===== src/rtl/mdu_if.sv =====
// Issue/result bundle between the EX stage and the multiply/divide unit.
// The pipeline side is the master and the mdu is the slave.
interface mdu_if #(
  parameter int WIDTH = 32
);
  logic             start;
  logic [2:0]       op;
  logic [WIDTH-1:0] A;
  logic [WIDTH-1:0] B;
  logic             flush;
  logic             busy;
  logic             done;
  logic [WIDTH-1:0] hi;
  logic [WIDTH-1:0] lo;

  modport master (
    output start, op, A, B, flush,
    input  busy, done, hi, lo
  );

  modport slave (
    input  start, op, A, B, flush,
    output busy, done, hi, lo
  );
endinterface


===== src/rtl/mdu.sv =====
// Iterative multiply/divide unit owning HI/LO: WIDTH-step shift-add multiply
// and restoring divide on magnitudes, with sign fix-up in a final FIX cycle.
module mdu #(
  parameter int WIDTH = 32
) (
  input logic  clk,
  input logic  rstn,
  mdu_if.slave bus
);

  localparam int CW = $clog2(WIDTH);
  localparam int AW = 2 * WIDTH;
  localparam logic [WIDTH-1:0] ZERO_W    = {WIDTH{1'b0}};
  localparam logic [WIDTH-1:0] ONES_W    = {WIDTH{1'b1}};
  localparam logic [WIDTH-1:0] ONE_W     = {{(WIDTH-1){1'b0}}, 1'b1};
  localparam logic [AW-1:0]    ONE_AW    = {{(AW-1){1'b0}}, 1'b1};
  localparam logic [CW-1:0]    CNT_ONE   = {{(CW-1){1'b0}}, 1'b1};
  localparam logic [CW-1:0]    LAST_STEP = {CW{1'b1}};

  typedef enum logic [1:0] {
    IDLE = 2'd0,
    CALC = 2'd1,
    FIX  = 2'd2
  } state_t;

  function automatic logic [WIDTH-1:0] neg_f(input logic [WIDTH-1:0] v);
    return ~v + ONE_W;
  endfunction

  function automatic logic [WIDTH-1:0] mag_f(input logic [WIDTH-1:0] v, input logic is_signed);
    return (is_signed && v[WIDTH-1]) ? neg_f(v) : v;
  endfunction

  state_t           state_r, state_s;
  logic             div_r, res_sign_r, rem_sign_r, divz_r;
  logic [WIDTH-1:0] opnd_r, mplier_r, a_orig_r;
  logic [AW-1:0]    acc_r, acc_s;
  logic [CW-1:0]    cnt_r;
  logic [WIDTH-1:0] hi_r, lo_r, hi_s, lo_s;
  logic             busy_r, done_r;

  logic             accept_md_s, wr_hi_s, wr_lo_s, finish_s, signed_s;
  logic [WIDTH-1:0] mag_a_s, mag_b_s;
  logic [WIDTH:0]   msum_s, dtrial_s;
  logic [AW-1:0]    prod_s;

  // Issue decode: only IDLE accepts, and a coincident flush suppresses it.
  always_comb begin
    accept_md_s = 1'b0;
    wr_hi_s     = 1'b0;
    wr_lo_s     = 1'b0;
    if (state_r == IDLE && bus.start && !bus.flush) begin
      case (bus.op)
        3'b000, 3'b001, 3'b010, 3'b011: accept_md_s = 1'b1;
        3'b100:  wr_hi_s = 1'b1;
        3'b101:  wr_lo_s = 1'b1;
        default: accept_md_s = 1'b0;
      endcase
    end else begin
      accept_md_s = 1'b0;
    end
    signed_s = ~bus.op[0];
    mag_a_s  = mag_f(bus.A, signed_s);
    mag_b_s  = mag_f(bus.B, signed_s);
    finish_s = (state_r == FIX) && !bus.flush;
  end

  // Next-state logic.
  always_comb begin
    state_s = state_r;
    case (state_r)
      IDLE: begin
        if (accept_md_s) state_s = CALC;
        else             state_s = IDLE;
      end
      CALC: begin
        if (bus.flush)               state_s = IDLE;
        else if (cnt_r == LAST_STEP) state_s = FIX;
        else                         state_s = CALC;
      end
      FIX:     state_s = IDLE;
      default: state_s = IDLE;
    endcase
  end

  // One iteration step plus the sign fix-up applied in FIX.
  always_comb begin
    msum_s   = {1'b0, acc_r[AW-1:WIDTH]} + {1'b0, (mplier_r[0] ? opnd_r : ZERO_W)};
    // Shifted remainder is WIDTH+1 bits wide, so the borrow is the MSB.
    dtrial_s = acc_r[AW-1:WIDTH-1] - {1'b0, opnd_r};
    if (div_r) begin
      if (!dtrial_s[WIDTH]) acc_s = {dtrial_s[WIDTH-1:0], acc_r[WIDTH-2:0], 1'b1};
      else                  acc_s = {acc_r[AW-2:0], 1'b0};
    end else begin
      acc_s = {msum_s, acc_r[WIDTH-1:1]};
    end

    prod_s = res_sign_r ? (~acc_r + ONE_AW) : acc_r;
    if (!div_r) begin
      hi_s = prod_s[AW-1:WIDTH];
      lo_s = prod_s[WIDTH-1:0];
    end else if (divz_r) begin
      hi_s = a_orig_r;
      lo_s = ONES_W;
    end else begin
      hi_s = rem_sign_r ? neg_f(acc_r[AW-1:WIDTH]) : acc_r[AW-1:WIDTH];
      lo_s = res_sign_r ? neg_f(acc_r[WIDTH-1:0]) : acc_r[WIDTH-1:0];
    end
  end

  // State register.
  always_ff @(posedge clk or negedge rstn) begin
    if (!rstn) state_r <= IDLE;
    else       state_r <= state_s;
  end

  // Operand latch and iteration datapath.
  always_ff @(posedge clk or negedge rstn) begin
    if (!rstn) begin
      div_r      <= 1'b0;
      res_sign_r <= 1'b0;
      rem_sign_r <= 1'b0;
      divz_r     <= 1'b0;
      opnd_r     <= ZERO_W;
      mplier_r   <= ZERO_W;
      a_orig_r   <= ZERO_W;
      acc_r      <= {AW{1'b0}};
      cnt_r      <= {CW{1'b0}};
    end else if (accept_md_s) begin
      div_r      <= bus.op[1];
      res_sign_r <= signed_s & (bus.A[WIDTH-1] ^ bus.B[WIDTH-1]);
      rem_sign_r <= signed_s & bus.A[WIDTH-1];
      divz_r     <= (bus.B == ZERO_W);
      opnd_r     <= bus.op[1] ? mag_b_s : mag_a_s;
      mplier_r   <= bus.op[1] ? ZERO_W : mag_b_s;
      a_orig_r   <= bus.A;
      acc_r      <= bus.op[1] ? {ZERO_W, mag_a_s} : {AW{1'b0}};
      cnt_r      <= {CW{1'b0}};
    end else if (state_r == CALC && !bus.flush) begin
      acc_r    <= acc_s;
      mplier_r <= {1'b0, mplier_r[WIDTH-1:1]};
      cnt_r    <= cnt_r + CNT_ONE;
    end
  end

  // Architectural HI/LO and the status outputs.
  always_ff @(posedge clk or negedge rstn) begin
    if (!rstn) begin
      hi_r   <= ZERO_W;
      lo_r   <= ZERO_W;
      busy_r <= 1'b0;
      done_r <= 1'b0;
    end else begin
      if (wr_hi_s) begin
        hi_r <= bus.A;
      end else if (wr_lo_s) begin
        lo_r <= bus.A;
      end else if (finish_s) begin
        hi_r <= hi_s;
        lo_r <= lo_s;
      end
      busy_r <= (state_s != IDLE);
      done_r <= finish_s;
    end
  end

  assign bus.busy = busy_r;
  assign bus.done = done_r;
  assign bus.hi   = hi_r;
  assign bus.lo   = lo_r;

endmodule


===== src/flat_wrapper.sv =====
// flat-port wrapper written by rule: the top's interface ports become plain ports
module mdu_flat 
#(
  parameter int WIDTH = 32
)
  (clk, rstn, bus_start, bus_op, bus_A, bus_B, bus_flush, bus_busy, bus_done, bus_hi, bus_lo);
  mdu_if #(.WIDTH(WIDTH)) bus_i ();
  input logic clk;
  input logic rstn;
  input wire logic [$bits(bus_i.start)-1:0] bus_start;
  input wire logic [$bits(bus_i.op)-1:0] bus_op;
  input wire logic [$bits(bus_i.A)-1:0] bus_A;
  input wire logic [$bits(bus_i.B)-1:0] bus_B;
  input wire logic [$bits(bus_i.flush)-1:0] bus_flush;
  output wire logic [$bits(bus_i.busy)-1:0] bus_busy;
  output wire logic [$bits(bus_i.done)-1:0] bus_done;
  output wire logic [$bits(bus_i.hi)-1:0] bus_hi;
  output wire logic [$bits(bus_i.lo)-1:0] bus_lo;
  assign bus_i.start = bus_start;
  assign bus_i.op = bus_op;
  assign bus_i.A = bus_A;
  assign bus_i.B = bus_B;
  assign bus_i.flush = bus_flush;
  assign bus_busy = bus_i.busy;
  assign bus_done = bus_i.done;
  assign bus_hi = bus_i.hi;
  assign bus_lo = bus_i.lo;
  mdu #(.WIDTH(WIDTH)) u_core (.clk(clk), .rstn(rstn), .bus(bus_i));
endmodule

===== config.mk =====
export PLATFORM = sky130hd
export DESIGN_NAME = mdu_flat
export DESIGN_NICKNAME = d
export VERILOG_FILES = /design/src/rtl/mdu_if.sv /design/src/rtl/mdu.sv /design/src/flat_wrapper.sv
export SDC_FILE = /design/constraint.sdc
export NUM_CORES = 1
export LEC_CHECK = 0
export CAP_MARGIN = 25
export CORE_MARGIN = 2
export CORE_UTILIZATION = 40
export DETAILED_ROUTE_END_ITERATION = 6
export PLACE_DENSITY = 0.7
export REMOVE_ABC_BUFFERS = 1
export SYNTH_ARGS = -nofsm -noshare
export SYNTH_HDL_FRONTEND = slang
export SYNTH_SLANG_ARGS = --single-unit

===== constraint.sdc =====
create_clock -name clk -period 3.1 [get_ports clk]
set_input_delay 0.62 -clock clk [delete_from_list [all_inputs] [get_ports clk]]
set_output_delay 0.62 -clock clk [all_outputs]
set_load 0.05 [all_outputs]

# Word level (Yosys, flattened, before mapping)
# Index checks and enable logic that the tools add are counted.
# classes
addsub	8
n_eq_ne	9
muxes	36
bitwise_logic	10
reduce_logical	17
# ops
operator	count
$mux W32	19
$mux W64	5
$add A32 B1 Y32 const B	4
$not A32 Y32	4
$add A64 B1 Y64 const B	1
$not A64 Y64	1
$add A32 B32 Y33	1
$sub A33 B32 Y33	1
$logic_not A32 Y1	1
$mux W5	2
$reduce_bool A2 Y1	4
$mux W1	7
$eq A3 B2 Y1 const B	2
$eq A3 B3 Y1 const B	2
$logic_and A1 B1 Y1	6
$add A5 B1 Y5 const B	1
$eq A5 B5 Y1 const B	1
$mux W2	2
$pmux W2 S2	1
$reduce_and A2 Y1	2
$reduce_or A4 Y1	1
$eq A3 B1 Y1 const B	1
$logic_not A3 Y1	1
$and A1 B1 Y1	2
7 further kinds	8
# word_totals
reg_bits	237
in_bits	71
word_cells	94

# Longest topological paths before layout
# logic_depth
depth_word	8
ltp_mapped	14
ltp_nobuf	14

# Worst setup path before layout
# OpenSTA, ideal clock, no wires.
# synth_path
kind	register -> register
from	register u_core.mplier_r[0]
to	register u_core.acc_r[63]
setup_ps	142
arrival_time_ps	2909
setup_slack_ps	49
stages_incl_launch_ff	14
path_buffers	1
period_less_slack_ps	3051
cell_sequence	dfrtp_1 > clkbuf_1 > and2_1 > ha_1 > a21o_1 > a221o_1 > a21o_1 > a31o_2 > a311oi_2 > o21ai_1 > a41oi_1 > o211ai_1 > a21boi_0 > a31oi_1
# synth_via
elab_chain_len	5
# synth_lines
item	line_no	text
start: declaration	mdu.sv:36	logic [WIDTH-1:0] opnd_r, mplier_r, a_orig_r;
start signal: assignment	mdu.sv:135	mplier_r <= bus.op[1] ? ZERO_W : mag_b_s;
start signal: assignment	mdu.sv:141	mplier_r <= {1'b0, mplier_r[WIDTH-1:1]};
$mux W32	mdu.sv:88	msum_s = {1'b0, acc_r[AW-1:WIDTH]} + {1'b0, (mplier_r[0] ? opnd_r : ZERO_W)};
$add A32 B32 Y33	mdu.sv:88	
$mux W64	mdu.sv:91	if (div_r) begin
$mux W64	mdu.sv:139	end else if (state_r == CALC && !bus.flush) begin
$mux W64	mdu.sv:129	end else if (accept_md_s) begin
end signal: assignment	mdu.sv:127	acc_r <= {AW{1'b0}};
end signal: assignment	mdu.sv:137	acc_r <= bus.op[1] ? {ZERO_W, mag_a_s} : {AW{1'b0}};
end signal: assignment	mdu.sv:140	acc_r <= acc_s;
end: declaration	mdu.sv:37	logic [AW-1:0] acc_r, acc_s;
# Every way passes these cells. The select of a mux whose other input is x is not followed.
# A chain may end at the register's enable or synchronous reset.

# Worst setup path in the final report
# layout_path
from	register u_core.acc_r[31]
to	register u_core.acc_r[39]
# layout_via
elab_chain_len	5
# layout_lines
item	line_no	text
$sub A33 B32 Y33	mdu.sv:90	dtrial_s = acc_r[AW-1:WIDTH-1] - {1'b0, opnd_r};
$mux W64	mdu.sv:92	if (!dtrial_s[WIDTH]) acc_s = {dtrial_s[WIDTH-1:0], acc_r[WIDTH-2:0], 1'b1};
$mux W64	mdu.sv:91	
$mux W64	mdu.sv:139	
$mux W64	mdu.sv:129	
# Every way passes these cells. The select of a mux whose other input is x is not followed.

==> impl_metrics.yaml <==
setup_path:
  reg2regPathDepth: 14
  crit_path_end_kind: "flop"
  crit_end: "u_core.acc_r[39]$_DFFE_PN0P_"
  cp.arrival_ns: 3.68
  rrSetupSlack_ns: -0.13
  setup.worst_path.start: "u_core.acc_r[31]$_DFFE_PN0P_"
  reg2reg_to: "u_core.acc_r[39]$_DFFE_PN0P_"
  r2r_start: "u_core.acc_r[31]$_DFFE_PN0P_"
  crit_type: "reg2reg"
  start_kind: "flop"
  cp_max_fo: 5
  cp.required_ns: 3.55
clock_tree:
  cts_buffer_depth: 3
  clock_latency_ns: 0.59
  cts_tree: "done"
  cts_buffers: 28
  clock_sinks: 237
  htreeDepth: 1
  clk_pin_slew_ns: 0.06
  root_buffer: "clkbuf_16"
drt:
  vias_per_cell: 6.03
  vias: 19500
  drc: 0
  wl_um: 72800
  routedWlPerCell_um: 22.5
  ant_nets: 0
  drtIter0Drc: 2252
  first_pass_iters: 6
final_layout:
  drive_above_1_share_pct: 21.0
  area_delta_synth_final_pct: 32.8
  fin_util_pct: 54.0
  final_common_cell: "nand2_1"
  final_area_um2: 24100
  n_antenna_cell: 0
  nNetsFinal: 2760
  final_cell_mix: "347 x nand2_1, 343 x buf_4, 234 x dfrtp_1"
synthesis:
  synth-edff-count: 0
  synth_cell_type_count: 90
  ys_top_cells_by_area: "dfrtp_1 33%, nand2_1 7.3%, o21ai_0 6.5%, xnor2_1 6.3%, ha_1 4.8%"
  ys_async_sr_fraction_pct: 100
  synth_top_area_share_pct: 32.7
  synth_cells: 2250
  ys_ff_latch: 237
  synthFlopType: "dfrtp_1"
  avgSynthCellArea_um2: 8.05
  seq_area_frac_synth_pct: 32.7
  syn_area_um2: 18100
  yosys.area.top_type: "dfrtp_1"
  yosys_warnings: 0
grt:
  grt_pass1_wl_um: 110000
  first_global_vias: 18800
  grt_overflow_total: 0
  grt_use_total_pct: 29.8
  grt_max_degree: 68
  antenna_found_initial: 0
power_and_ir_drop:
  p_sw_share_pct: 45.3
  p_clk_share_pct: 17.4
  comb_power_share_pct: 59.5
  p_sw_mw: 9.19
  pwr-share-seq_pct: 23.1
  p_per_area_nw_per_um2: 844
  p_leak_nw: 10.6
  peakVddDrop_v: 0.000538
  power_mw: 20.3
  p_int_mw: 11.1
timing:
  tightestPinTransition_ns: 0.835
  skew_ns: 0.0235
  fin_crit_sh_pct: 104
  drv_slew: 0
  slew_headroom_pct: 44.1
  timing.final.ws_setup_ns: -0.127
  hold_viol: 0
  rsz0062_at_grt: "true"
  setup_viol: 19
  timing.fmax_mhz: 310
  fin_crit_ns: 3.23
die:
  coreArea_um2: 44500
  rows: 77
  ios: 137
  die_w_um: 217
  dieArea_um2: 47000
  start_util_pct: 40.7
  chipHeight_um: 217
placed_design:
  place.port_buffers: 136
  place_ws_ns: -0.364
  gp_congestion: 1.05
  placed_area_um2: 22300
  hpwl_um: 53900
min_path:
  hold_class: "reg2reg"
job:
  max-cap-violations: 0
outcome:
  violations: "negative setup slack"
  status: "finished with violations"
==> Yosys cell counts, drive strengths merged, types with 20 or more instances <==
| cell | number |
|---|---|
| nor4 | 26 |
| nand3 | 50 |
| nand2 | 352 |
| a21o | 20 |
| o21ai | 257 |
| o22ai | 63 |
| ha | 70 |
| dfrtp | 237 |
| nor2 | 127 |
| inv | 69 |
| clkbuf | 126 |
| o211ai | 37 |
| a21oi | 146 |
| o31ai | 20 |
| buf | 34 |
| nand2b | 20 |
| xor2 | 69 |
| mux2i | 81 |
| nor3 | 26 |
| a22oi | 38 |
| and2 | 39 |
| xnor2 | 131 |
==> registers in the layout, indices dropped and copies added, names as in the netlist <==
name,count
u_core.a_orig_r,32
u_core.acc_r,64
u_core.bus.busy,1
u_core.bus.done,1
u_core.bus.hi,32
u_core.bus.lo,32
u_core.cnt_r,5
u_core.div_r,1
u_core.divz_r,1
u_core.mplier_r,32
u_core.opnd_r,32
u_core.rem_sign_r,1
u_core.res_sign_r,1
u_core.state_r,2
==> per-stage QoR <==
stage                     hold slack (ns)  cells  setup TNS [ns]
final                               0.476   3230          -0.822
after global routing                0.495   3230           -4.98
after CTS                           0.474   3221         -0.0915
after detailed placement            0.460   3159          -10.28
after global placement              0.459   3159           -8.10
after floorplan                     0.324   2090         -560.07
==> area by class of cell <==
cell class                      instances  area, µm²
Clock buffer                           40        846
Clock inverter                         11        126
Fill cell                            4144      20500
Inverter                               69        259
Multi-Input combinational cell       1784      11900
Sequential cell                       237       5940
Tap cell                              592        741
Timing Repair Buffer                  497       4270
==> critical path: stages (launching register included) <==
cell and delay, ns:
dfrtp_1 0.39, inv_2 0.09, ha_4 0.16, fa_2 0.22, nor2b_2 0.05, o2111a_2 0.29, o31ai_2 0.35, nand3_2 0.19
a31oi_2 0.25, mux2i_2 0.29, nand2_1 0.16, buf_4 0.20, buf_12 0.13, mux2i_1 0.21, o21ai_0 0.12
==> worst min-delay path by stage <==
stage | startpoint | endpoint | slack [ns] | cells past startpoint
2_1_floorplan | rstn | u_core.a_orig_r[0]$_DFFE_PN0P_ | 0.32 | 0
3_3_place_gp | u_core.a_orig_r[26]$_DFFE_PN0P_ | u_core.a_orig_r[26]$_DFFE_PN0P_ | 0.46 | 2
3_5_place_dp | u_core.mplier_r[5]$_DFFE_PN0P_ | u_core.mplier_r[4]$_DFFE_PN0P_ | 0.46 | 2
4_1_cts | u_core.mplier_r[5]$_DFFE_PN0P_ | u_core.mplier_r[4]$_DFFE_PN0P_ | 0.47 | 2
5_1_grt | u_core.a_orig_r[24]$_DFFE_PN0P_ | u_core.a_orig_r[24]$_DFFE_PN0P_ | 0.49 | 2
6_report | u_core.mplier_r[5]$_DFFE_PN0P_ | u_core.mplier_r[4]$_DFFE_PN0P_ | 0.48 | 2
==> timing repair <==
item                                   4_1_cts  5_1_grt
hold buffers                                 1        0
gates resized for setup                     38       80
gates cloned                                 0        1
endpoints found under the hold margin       23        0
pin swaps                                   20       44
buffers inserted                            10        8
setup endpoints to repair                   38       52
==> power groups by stage <==
stage               Sequential [mW]  Combinational [mW]  Clock, mW
finish                         4.68                12.1       3.53
global route                   4.75                12.9       3.66
CTS                            4.61                11.4       3.54
detailed placement             4.66                11.2          0
global placement               4.63                11.0          0
floorplan                      5.42                5.77          0
==> metal layers <==
layer / share of wire, % / track usage [%] / up-vias
met5: 0 / 0 / -
li1: - / - / 8768
met1: 41 / 40.0 / 9350
met3: 9.3 / 5.21 / 232
met4: 6.3 / 15.6 / 0
met2: 44 / 46.0 / 1116
==> cells by family (layout without fill, tap and decap cells) <==
logic type	Yosys count	after routing	share of synthesized area, %
compound gates	690	690	23.5
xor+xnor	200	200	9.67
fa+ha+maj	72	72	5.05
buf+inv	229	617	4.99
flops	237	237	32.7
mux	82	82	4.54
simple gates	740	740	19.5
Note: power is estimated with default switching activity, not from simulation.
